[src/rtl/mapped_timer_pkg.sv]
// Shared register offsets, CTRL bit positions and reset constants for the
// memory-mapped timer bank.
package mapped_timer_pkg;

  localparam logic [1:0] REG_CTRL   = 2'd0;
  localparam logic [1:0] REG_COUNT  = 2'd1;
  localparam logic [1:0] REG_MAX    = 2'd2;
  localparam logic [1:0] REG_STATUS = 2'd3;

  localparam int CTRL_EN        = 0;
  localparam int CTRL_ONESHOT   = 1;
  localparam int CTRL_IRQ_EN    = 2;
  localparam int CTRL_PRESC_LSB = 8;

  localparam logic [15:0] MAX_RESET = 16'hFFFF;

endpackage

[src/rtl/mapped_timer_ch.sv]
// One timer channel: CTRL/COUNT/MAX/STATUS registers, prescaler and
// up-counter with reload compare.
module mapped_timer_ch
  import mapped_timer_pkg::*;
#(
  parameter int PRESC_W = 8
) (
  input  logic         clk,
  input  logic         rst,
  input  logic [1:0]   reg_sel,
  input  logic [15:0]  wr_data,
  input  logic         wr_en,
  output logic [15:0]  rd_data,
  output logic         irq
);

  logic               en;
  logic               oneshot;
  logic               irq_en;
  logic [PRESC_W-1:0] presc;
  logic [PRESC_W-1:0] presc_cnt;
  logic [15:0]        count;
  logic [15:0]        max_val;
  logic               flag;

  logic wr_ctrl, wr_count, wr_max, wr_status;
  logic tick, wrap;

  assign wr_ctrl   = wr_en && (reg_sel == REG_CTRL);
  assign wr_count  = wr_en && (reg_sel == REG_COUNT);
  assign wr_max    = wr_en && (reg_sel == REG_MAX);
  assign wr_status = wr_en && (reg_sel == REG_STATUS);

  assign tick = en && (presc_cnt == presc);
  // A COUNT write in the same cycle swallows the tick's reload and flag.
  assign wrap = tick && (count == max_val) && !wr_count;

  always_ff @(posedge clk) begin
    if (rst) begin
      en        <= 1'b0;
      oneshot   <= 1'b0;
      irq_en    <= 1'b0;
      presc     <= '0;
      presc_cnt <= '0;
      count     <= '0;
      max_val   <= MAX_RESET;
      flag      <= 1'b0;
    end else begin
      if (!en || tick || wr_count)
        presc_cnt <= '0;
      else
        presc_cnt <= presc_cnt + PRESC_W'(1);

      if (wr_count)
        count <= wr_data;
      else if (wrap)
        count <= '0;
      else if (tick)
        count <= count + 16'd1;

      if (wrap)
        flag <= 1'b1;
      else if (wr_status && wr_data[0])
        flag <= 1'b0;

      if (wr_ctrl) begin
        en      <= wr_data[CTRL_EN];
        oneshot <= wr_data[CTRL_ONESHOT];
        irq_en  <= wr_data[CTRL_IRQ_EN];
        presc   <= wr_data[CTRL_PRESC_LSB +: PRESC_W];
      end else if (wrap && oneshot) begin
        en <= 1'b0;
      end

      if (wr_max)
        max_val <= wr_data;
    end
  end

  always_comb begin
    rd_data = '0;
    case (reg_sel)
      REG_CTRL: begin
        rd_data[CTRL_EN]                      = en;
        rd_data[CTRL_ONESHOT]                 = oneshot;
        rd_data[CTRL_IRQ_EN]                  = irq_en;
        rd_data[CTRL_PRESC_LSB +: PRESC_W]    = presc;
      end
      REG_COUNT:  rd_data = count;
      REG_MAX:    rd_data = max_val;
      REG_STATUS: rd_data[0] = flag;
      default:    rd_data = '0;
    endcase
  end

  assign irq = flag && irq_en;

endmodule

[src/rtl/mapped_timer_bank.sv]
// Bank of NUM_CH memory-mapped timer channels: window decode, channel
// instances, combinational read mux and interrupt OR.
module mapped_timer_bank
  import mapped_timer_pkg::*;
#(
  parameter int          NUM_CH    = 2,
  parameter logic [13:0] BASE_ADDR = 14'h0010,
  parameter int          PRESC_W   = 8
) (
  input  logic         i_clk,
  input  logic         i_rst,
  input  logic [13:0]  i_memAddr,
  input  logic [15:0]  i_memDataIn,
  input  logic         i_memWrEn,
  output logic [15:0]  o_memDataOut,
  output logic         o_irq
);

  localparam logic [14:0] WIN_END = {1'b0, BASE_ADDR} + 15'(4 * NUM_CH);

  logic [13:0] offset;
  logic [11:0] ch_sel;
  logic [1:0]  reg_sel;
  logic        hit;

  logic [15:0]       rd_data [NUM_CH];
  logic [NUM_CH-1:0] irq_vec;

  // BASE_ADDR is window-aligned, so the offset's low bits equal the address's.
  assign offset  = i_memAddr - BASE_ADDR;
  assign ch_sel  = offset[13:2];
  assign reg_sel = offset[1:0];
  assign hit     = (i_memAddr >= BASE_ADDR) && ({1'b0, i_memAddr} < WIN_END);

  for (genvar i = 0; i < NUM_CH; i++) begin : g_ch
    mapped_timer_ch #(
      .PRESC_W (PRESC_W)
    ) u_ch (
      .clk     (i_clk),
      .rst     (i_rst),
      .reg_sel (reg_sel),
      .wr_data (i_memDataIn),
      .wr_en   (i_memWrEn && hit && (ch_sel == 12'(i))),
      .rd_data (rd_data[i]),
      .irq     (irq_vec[i])
    );
  end

  always_comb begin
    o_memDataOut = '0;
    for (int i = 0; i < NUM_CH; i++) begin
      if (hit && (ch_sel == 12'(i)))
        o_memDataOut = rd_data[i];
    end
  end

  assign o_irq = |irq_vec;

endmodule

[config.mk]
export PLATFORM = sky130hd
export DESIGN_NAME = mapped_timer_bank
export DESIGN_NICKNAME = d
export VERILOG_FILES = /design/src/rtl/mapped_timer_pkg.sv /design/src/rtl/mapped_timer_ch.sv /design/src/rtl/mapped_timer_bank.sv
export SDC_FILE = /design/constraint.sdc
export NUM_CORES = 1
export LEC_CHECK = 0
export ABC_AREA = 1
export BUFFER_PORTS_ARGS = -buffer_cell sky130_fd_sc_hd__buf_2
export CAP_MARGIN = 20
export CELL_PAD_IN_SITES_DETAIL_PLACEMENT = 0
export CELL_PAD_IN_SITES_GLOBAL_PLACEMENT = 2
export CORE_ASPECT_RATIO = 1.25
export CORE_UTILIZATION = 32
export DETAILED_ROUTE_END_ITERATION = 8
export PLACE_DENSITY = 0.78
export SLEW_MARGIN = 0
export SYNTH_ARGS = -nofsm -noshare
export SYNTH_HDL_FRONTEND = slang
export SYNTH_HIERARCHICAL = 1
export SYNTH_SLANG_ARGS = --single-unit
[constraint.sdc]
create_clock -name i_clk -period 2.3 [get_ports i_clk]
set_input_delay 0 -clock i_clk [delete_from_list [all_inputs] [get_ports i_clk]]
set_output_delay 0 -clock i_clk [all_outputs]
set_load 0.02 [all_outputs]
==> Implementation_results.wiki, run 1 <==
{| class="wikitable"
! Metric !! Value
|-
| Setup tns final || 0 ns
|-
| Clock-pin slew reported for the worst setup and hold paths after clock tree synthesis || 0.08 ns
|-
| Via count of the first global-routing pass || 7487
|-
| Die ar. || 0.0238 mm²
|-
| CTS sink count || 104
|-
| Unrepaired setup endpoints after global routing || false
|-
| VDD IR max || 0.000345 V
|-
| Layout area overhead || 11.9%
|-
| Flip-flop and latch count after synthesis || 104
|-
| Mean area per synthesized cell || 6.01 µm²
|-
| WL/cell || 18.0 µm
|-
| Diode insertion count for antenna repair || 0
|-
| Result of the run || finished, violations left
|-
| CORE AREA || 0.0225 mm²
|-
| Leakage dissipation || 0.00393 µW
|-
| CTS tree || built
|-
| Startpoint of the most critical hold path || i_memDataIn[0]
|-
| Longest Clk Path Bufs || 2
|-
| Global-route wire length before repair || 43.1 mm
|-
| Netlist area before placement || 0.00742 mm²
|-
| Maximum number of pins on one net before global-route repair || 37
|-
| Number of antenna violations at the first check in global routing || 0
|-
| Final number of setup-violating endpoints || 0
|-
| Root buf cell || clkbuf_16
|-
| Worst reg2reg path startpoint || g_ch[1].u_ch/count[12]
|-
| Starting density of the core || 32.9%
|-
| Pre-CTS setup slack || 0.382 ns
|-
| Register-to-register path setup slack || 0.48 ns
|-
| Detailed-route wire length || 28.2 mm
|-
| Half-perimeter wire length of the detailed placement result || 21.2 mm
|-
| Quantity of I/O buffers inserted on ports || 49
|-
| Number of nets in the finished design || 1322
|-
| Layout fillers || 2552
|-
| Residual antenna-violating net count after detailed routing || 0
|-
| Commonest cells after routing, fill and taps aside || nand2_1, inv_1, nor2_1, nand3_1, dfxtp_1
|-
| Die Span X || 138 µm
|-
| Remaining DRCs || 2
|-
| Number of pins exceeding their max-slew limit in the final report || 0
|-
| Total GRT Usage || 24.3%
|-
| Critical Path, Cell by Cell || buf_2 -> inv_1 -> ha_1 -> buf_4 -> nand2_1 -> a32oi_1 -> nand3_1 -> nand2_1 -> buf_2
|-
| DRT iter0 DRCs || 427
|-
| Max-cap violations || 0
|-
| Share of the clock period used by the worst path || 80.1%
|-
| Reg2reg path depth || 9
|-
| GP Congestion || 0.867
|-
| Most common cell after layout, fill and taps aside || nand2_1
|-
| Synth cell types || 34
|-
| CP Capture Type || output pin
|-
| Rel. slew slack || 60.8%
|-
| Cells after Synth || 1233
|-
| Sequential element share of the synthesized area || 28.1%
|-
| Sum of buffers and inverters on the critical path || 4
|-
| Arrival time of data at the critical path endpoint || 1.84 ns
|-
| Worst min-delay path endpoint || g_ch[0].u_ch/en
|-
| Measured slew at the worst slew-check pin || 0.585 ns
|-
| Share of layout cells above drive strength 1 || 9.47%
|-
| Largest delay contributor family on the critical path || buffers and inverters
|-
| Critical Setup Path Class || input pin to output pin
|-
| Beginning of the critical path || i_memAddr[1]
|-
| Final Worst Setup Slack || 0.457 ns
|-
| Worst hold path stage count || 3
|-
| Net count after synthesis || 1282
|-
| CP peak stage delay || 0.47 ns
|-
| Critical path fanouts, max || 10
|-
| Total CTS buffers || 9
|-
| Failing checks || design-rule violations
|-
| End of the worst register-to-register path || g_ch[1].u_ch/count[8]
|-
| Floorplan row count || 61
|-
| Min Clock Period, post-route || 1.84 ns
|-
| Crit path required time || 2.30 ns
|-
| H-tree depth reported by CTS || 3
|-
| Slowest stage cell on the critical path || ha_1
|-
| Ports placed on the boundary || 50
|-
| Die Ht || 172 µm
|-
| Synthesis warning total || 6
|-
| Via count || 7746
|-
| Clock Skews || 0.00912 ns
|-
| Category of the worst setup path launch point || input pin
|-
| Post-Route Utilization || 36.9%
|-
| Power per cell area || 442 mW/mm²
|-
| Class of the most critical hold timing path || input pin to flip-flop
|-
| Total iterations of the first detailed-routing run || 7
|-
| Clock latency at the later pin of the worst-skew pair || 0.36 ns
|-
| Vias per inst || 4.96
|-
| Fmax || 0.543 GHz
|-
| Endpoints failing hold || 0
|-
| Total global routing overflow || 0
|}
cells by family (layout without fill, tap and decap cells):
| family | count (synthesis) | count (layout) | synth area share, % |
|---|---|---|---|
| buffers and inverters | 234 | 279 | 13.2 |
| AOI/OAI and AO/OA | 107 | 107 | 8.27 |
| adders and majority gates | 16 | 16 | 2.70 |
| and+or+nand+nor | 728 | 728 | 42.6 |
| xor gates and xnor gates | 44 | 44 | 5.20 |
| DFF | 104 | 104 | 28.1 |
power breakdown:
group	leakage (µW)	internal [µW]	switching, µW
clock network	0.000137	783	810
registers	0.000839	1800	0.0418
logic	0.00296	73.0	200
area by class of cell:
| class | instances | area (µm²) | share of cell area (%) |
|---|---|---|---|
| Timing Repair Buffer | 84 | 533 | 6.42 |
| Inverter | 179 | 682 | 8.22 |
| Tap cell | 283 | 354 | 4.27 |
| Sequential cell | 104 | 2080 | 25.1 |
| Multi-Input combinational cell | 895 | 4360 | 52.5 |
| Clock inverter | 6 | 52.6 | 0.633 |
| Clock buffer | 10 | 239 | 2.88 |
per-stage QoR:
step / hold WS, ns / power, µW / cell area [µm²] / instances
floorplan: 0.113 / 1960 / 7420 / 1233
global placement: 0.346 / 2110 / 7960 / 1540
detailed placement: 0.353 / 2110 / 7960 / 1540
CTS: 0.0130 / 3710 / 8300 / 1561
global route: 0.0303 / 3800 / 8300 / 1561
finish: 0.0291 / 3660 / 8300 / 1561
cells in the mapped netlist (all sizes together):
master | number | share of area [%]
inv | 173 | 8.8
a32oi | 2 | 0.24
or2 | 5 | 0.42
nand4 | 50 | 4.2
a22oi | 2 | 0.20
buf | 35 | 3.0
nor3b | 2 | 0.20
nand3 | 123 | 8.6
o211ai | 26 | 2.6
nand2 | 401 | 20
dfxtp | 104 | 28
xnor2 | 22 | 2.6
xor2 | 22 | 2.6
o21ai | 29 | 2.0
nor4 | 1 | 0.084
clkinv | 6 | 0.44
nand3b | 1 | 0.10
ha | 16 | 2.7
nor2 | 129 | 7.1
clkbuf | 20 | 1.0
nor3 | 16 | 1.4
a21oi | 48 | 3.2
layer usage:
metal  GRT usage, %  up-vias  wire [µm]
met5              0        -          0
met4           8.40        0        913
met3           2.82       49        857
met2           46.9      164      14600
met1           27.6     3553      11800
li1               -     3980          -
worst register-to-register path: stages (launching register included):
cell and delay, ns:
dfxtp_1 0.48, inv_1 0.13, nand2_1 0.09, nand2_1 0.05, nor2_1 0.12, nand4_1 0.09, nor2_1 0.14, nand2_1 0.32
nand4_1 0.19, a21oi_1 0.07
state kept, by name, summed over array words and instances, names as in the netlist:
| register | flops |
|---|---|
| g_ch.u_ch/count | 32 |
| g_ch.u_ch/en | 2 |
| g_ch.u_ch/flag | 2 |
| g_ch.u_ch/irq_en | 2 |
| g_ch.u_ch/max_val | 32 |
| g_ch.u_ch/oneshot | 2 |
| g_ch.u_ch/presc | 16 |
| g_ch.u_ch/presc_cnt | 16 |
worst max-delay path by stage:
stage	slack (ns)	cells after the start	endpoint
CTS	0.45	9	o_memDataOut[0]
floorplan	0.62	13	g_ch[1].u_ch/count[10]
global placement	0.42	9	o_memDataOut[0]
global route	0.28	9	g_ch[1].u_ch/count[9]
detailed placement	0.38	10	g_ch[1].u_ch/presc_cnt[3]
finish	0.46	9	o_memDataOut[0]
what timing repair did:
action,in CTS,in global routing
hold endpoints to repair,10,0
endpoints found under the setup margin,0,0
gates resized for setup,0,0
hold buffers,5,0
buffers inserted,0,0
Power figures use the tool's default switching activity.
==> inputs of run 2 (changes only) <==
==> constraint.sdc (replaced) <==
create_clock -name i_clk -period 1.91 [get_ports i_clk]
set_input_delay 0 -clock i_clk [delete_from_list [all_inputs] [get_ports i_clk]]
set_output_delay 0 -clock i_clk [all_outputs]
set_load 0.02 [all_outputs]
==> run 2 against run 1 <==
  * The run still ends with design-rule violations left
  * Cell area up 2.7%
  * Cell count up 1.3%
  * Routed wire length down 1.8%
  * Sequential share of layout area down 0.65 points
  * Global-route usage down 0.38 points
  * Highest routed layer unchanged
  * Critical endpoint is now g_ch[0].u_ch/count[8]
  * Non-clock buffer count up 20
  * Via count down 0.49%
  * Clock skew about the same
  * Clock-buffer cell count unchanged
  * Largest cell class unchanged
==> Implementation_results.wiki, run 2 (same netlist as run 1, synthesis figures left out) <==
{| class="wikitable"
! Metric !! Value
|-
| Routing usage on met3 || 2.35%
|-
| Min Clock Period, post-route || 1.76 ns
|-
| Total power after layout || 4430 µW
|-
| Clock latency at the later pin of the worst-skew pair || 0.36 ns
|-
| Starting density of the core || 32.9%
|-
| Busiest layer in global routing || met2
|-
| Resized Gates After CTS || 0
|-
| Class of the most critical hold timing path || input pin to flip-flop
|-
| Clock Skews || 0.00946 ns
|-
| Number of nets in the finished design || 1342
|-
| CORE AREA || 0.0225 mm²
|-
| Total global routing overflow || 0
|-
| Total GRT Usage || 23.9%
|-
| Reg2reg path depth || 8
|-
| DRT iter0 DRCs || 481
|-
| Commonest cells after routing, fill and taps aside || nand2_1, inv_1, nor2_1, nand3_1, dfxtp_1
|-
| Share of the clock period used by the worst path || 92.4%
|-
| Leakage dissipation || 0.00407 µW
|-
| Worst hold path stage count || 3
|-
| Die Ht || 172 µm
|-
| Setup tns final || 0 ns
|-
| Vias per inst || 4.88
|-
| GP Congestion || 0.854
|-
| Quantity of I/O buffers inserted on ports || 49
|-
| Via count || 7708
|-
| Final number of setup-violating endpoints || 0
|-
| Number of pins exceeding their max-slew limit in the final report || 0
|-
| Unrepaired setup endpoints after global routing || false
|-
| Rel. slew slack || 66.6%
|-
| Global-route wire length before repair || 42.7 mm
|-
| Die Span X || 138 µm
|-
| Endpoints failing hold || 0
|-
| Longest Clk Path Bufs || 2
|-
| VDD IR max || 0.000518 V
|-
| Detailed-route wire length || 27.7 mm
|-
| Critical Setup Path Class || flip-flop to flip-flop
|-
| Measured slew at the worst slew-check pin || 0.501 ns
|-
| Die ar. || 0.0238 mm²
|-
| Met2 Usage GRT || 45.5%
|-
| Sequential cell area in the final layout || 0.00208 mm²
|-
| Power per cell area || 520 mW/mm²
|-
| Diode insertion count for antenna repair || 0
|-
| Area of the multi-input gates || 0.00436 mm²
|-
| Max-cap violations || 0
|-
| Fmax || 0.567 GHz
|-
| H-tree depth reported by CTS || 3
|-
| Total iterations of the first detailed-routing run || 8
|-
| Total CTS buffers || 9
|-
| Root buf cell || clkbuf_16
|-
| Crit path required time || 2.20 ns
|-
| Layout area overhead || 14.9%
|-
| Hold slack final || 0.0313 ns
|-
| Residual antenna-violating net count after detailed routing || 0
|-
| Maximum number of pins on one net before global-route repair || 37
|-
| Ports placed on the boundary || 50
|-
| Category of the worst setup path launch point || flip-flop
|-
| WL/cell || 17.5 µm
|-
| Leading registers by flop count || g_ch.u_ch/count (32), g_ch.u_ch/max_val (32)
|-
| Remaining DRCs || 2
|-
| Number of antenna violations at the first check in global routing || 0
|-
| CP Capture Type || flip-flop
|-
| Floorplan row count || 61
|-
| CTS tree || built
|-
| Share of layout cells above drive strength 1 || 10.8%
|-
| Most common cell after layout, fill and taps aside || nand2_1
|-
| Arrival time of data at the critical path endpoint || 2.06 ns
|-
| Critical path fanouts, max || 7
|-
| Result of the run || finished, violations left
|-
| Half-perimeter wire length of the detailed placement result || 20.9 mm
|-
| Clock-pin slew reported for the worst setup and hold paths after clock tree synthesis || 0.08 ns
|-
| Via count of the first global-routing pass || 7461
|-
| Met1 Usage GRT || 27.6%
|-
| Hold bufs inserted after CTS || 6
|-
| Failing checks || design-rule violations
|-
| Post-CTS setup repair buffer count || 0
|-
| CTS sink count || 104
|-
| Layout fillers || 2520
|}
==> run 2: changes by cell type in the layout (fill, tap and decap cells not counted) <==
| cell | change |
|---|---|
| clkinv_4 | -1 |
| clkinvlp_4 | -1 |
| buf_4 | +14 |
| buf_12 | +5 |
| dlygate4sd3_1 | +1 |
| inv_8 | +2 |
==> run 2: layout make-up <==
cell class,instances,area share [%]
inverters,179,8.00
well taps,283,4.16
multi-input cells,895,51.1
clock inverters,6,0.690
repair buffers,104,8.78
clock buffers,10,2.80
flip-flops and latches,104,24.4
==> run 2: routing by layer <==
metal | up-vias | routed length, µm
li1 | 4023 | -
met1 | 3532 | 11800
met2 | 115 | 14200
met3 | 38 | 688
met4 | 0 | 975
met5 | - | 0
==> run 2: through the flow <==
stage                     area [µm²]  cells  util (%)  setup slack (ns)
after floorplan                 7420   1233         -             0.229
final                           8520   1581      37.8             0.145
after detailed placement        8160   1559      36.3             0.146
after global placement          8160   1559      36.3             0.203
after global routing            8520   1581      37.8           0.00563
after CTS                       8520   1581      37.8             0.144
==> run 2: worst paths after layout <==
path | to | slack (ns) | from
worst max-delay path | g_ch[0].u_ch/count[8] | 0.15 | g_ch[0].u_ch/count[1]
worst min-delay path | g_ch[0].u_ch/max_val[1] | 0.03 | i_memDataIn[1]
worst max register to register | g_ch[0].u_ch/count[8] | 0.15 | g_ch[0].u_ch/count[1]
worst min register to register | g_ch[0].u_ch/presc_cnt[0] | 0.48 | g_ch[0].u_ch/presc_cnt[0]
==> run 2: power by group <==
part	switching (µW)	internal (µW)	total [µW]
registers	0.0497	2170	2170
clock network	990	959	1950
logic	230	86.8	317
total	1220	3210	4430
==> run 2: worst max-delay path, stage by stage (launching register included) <==
cell and delay [ns]:
dfxtp_1 0.47, ha_1 0.25, nand2_1 0.09, nor2_1 0.35, nand2_1 0.12, xor2_1 0.15
inv_1 0.05, nand4_1 0.09, a21oi_1 0.13
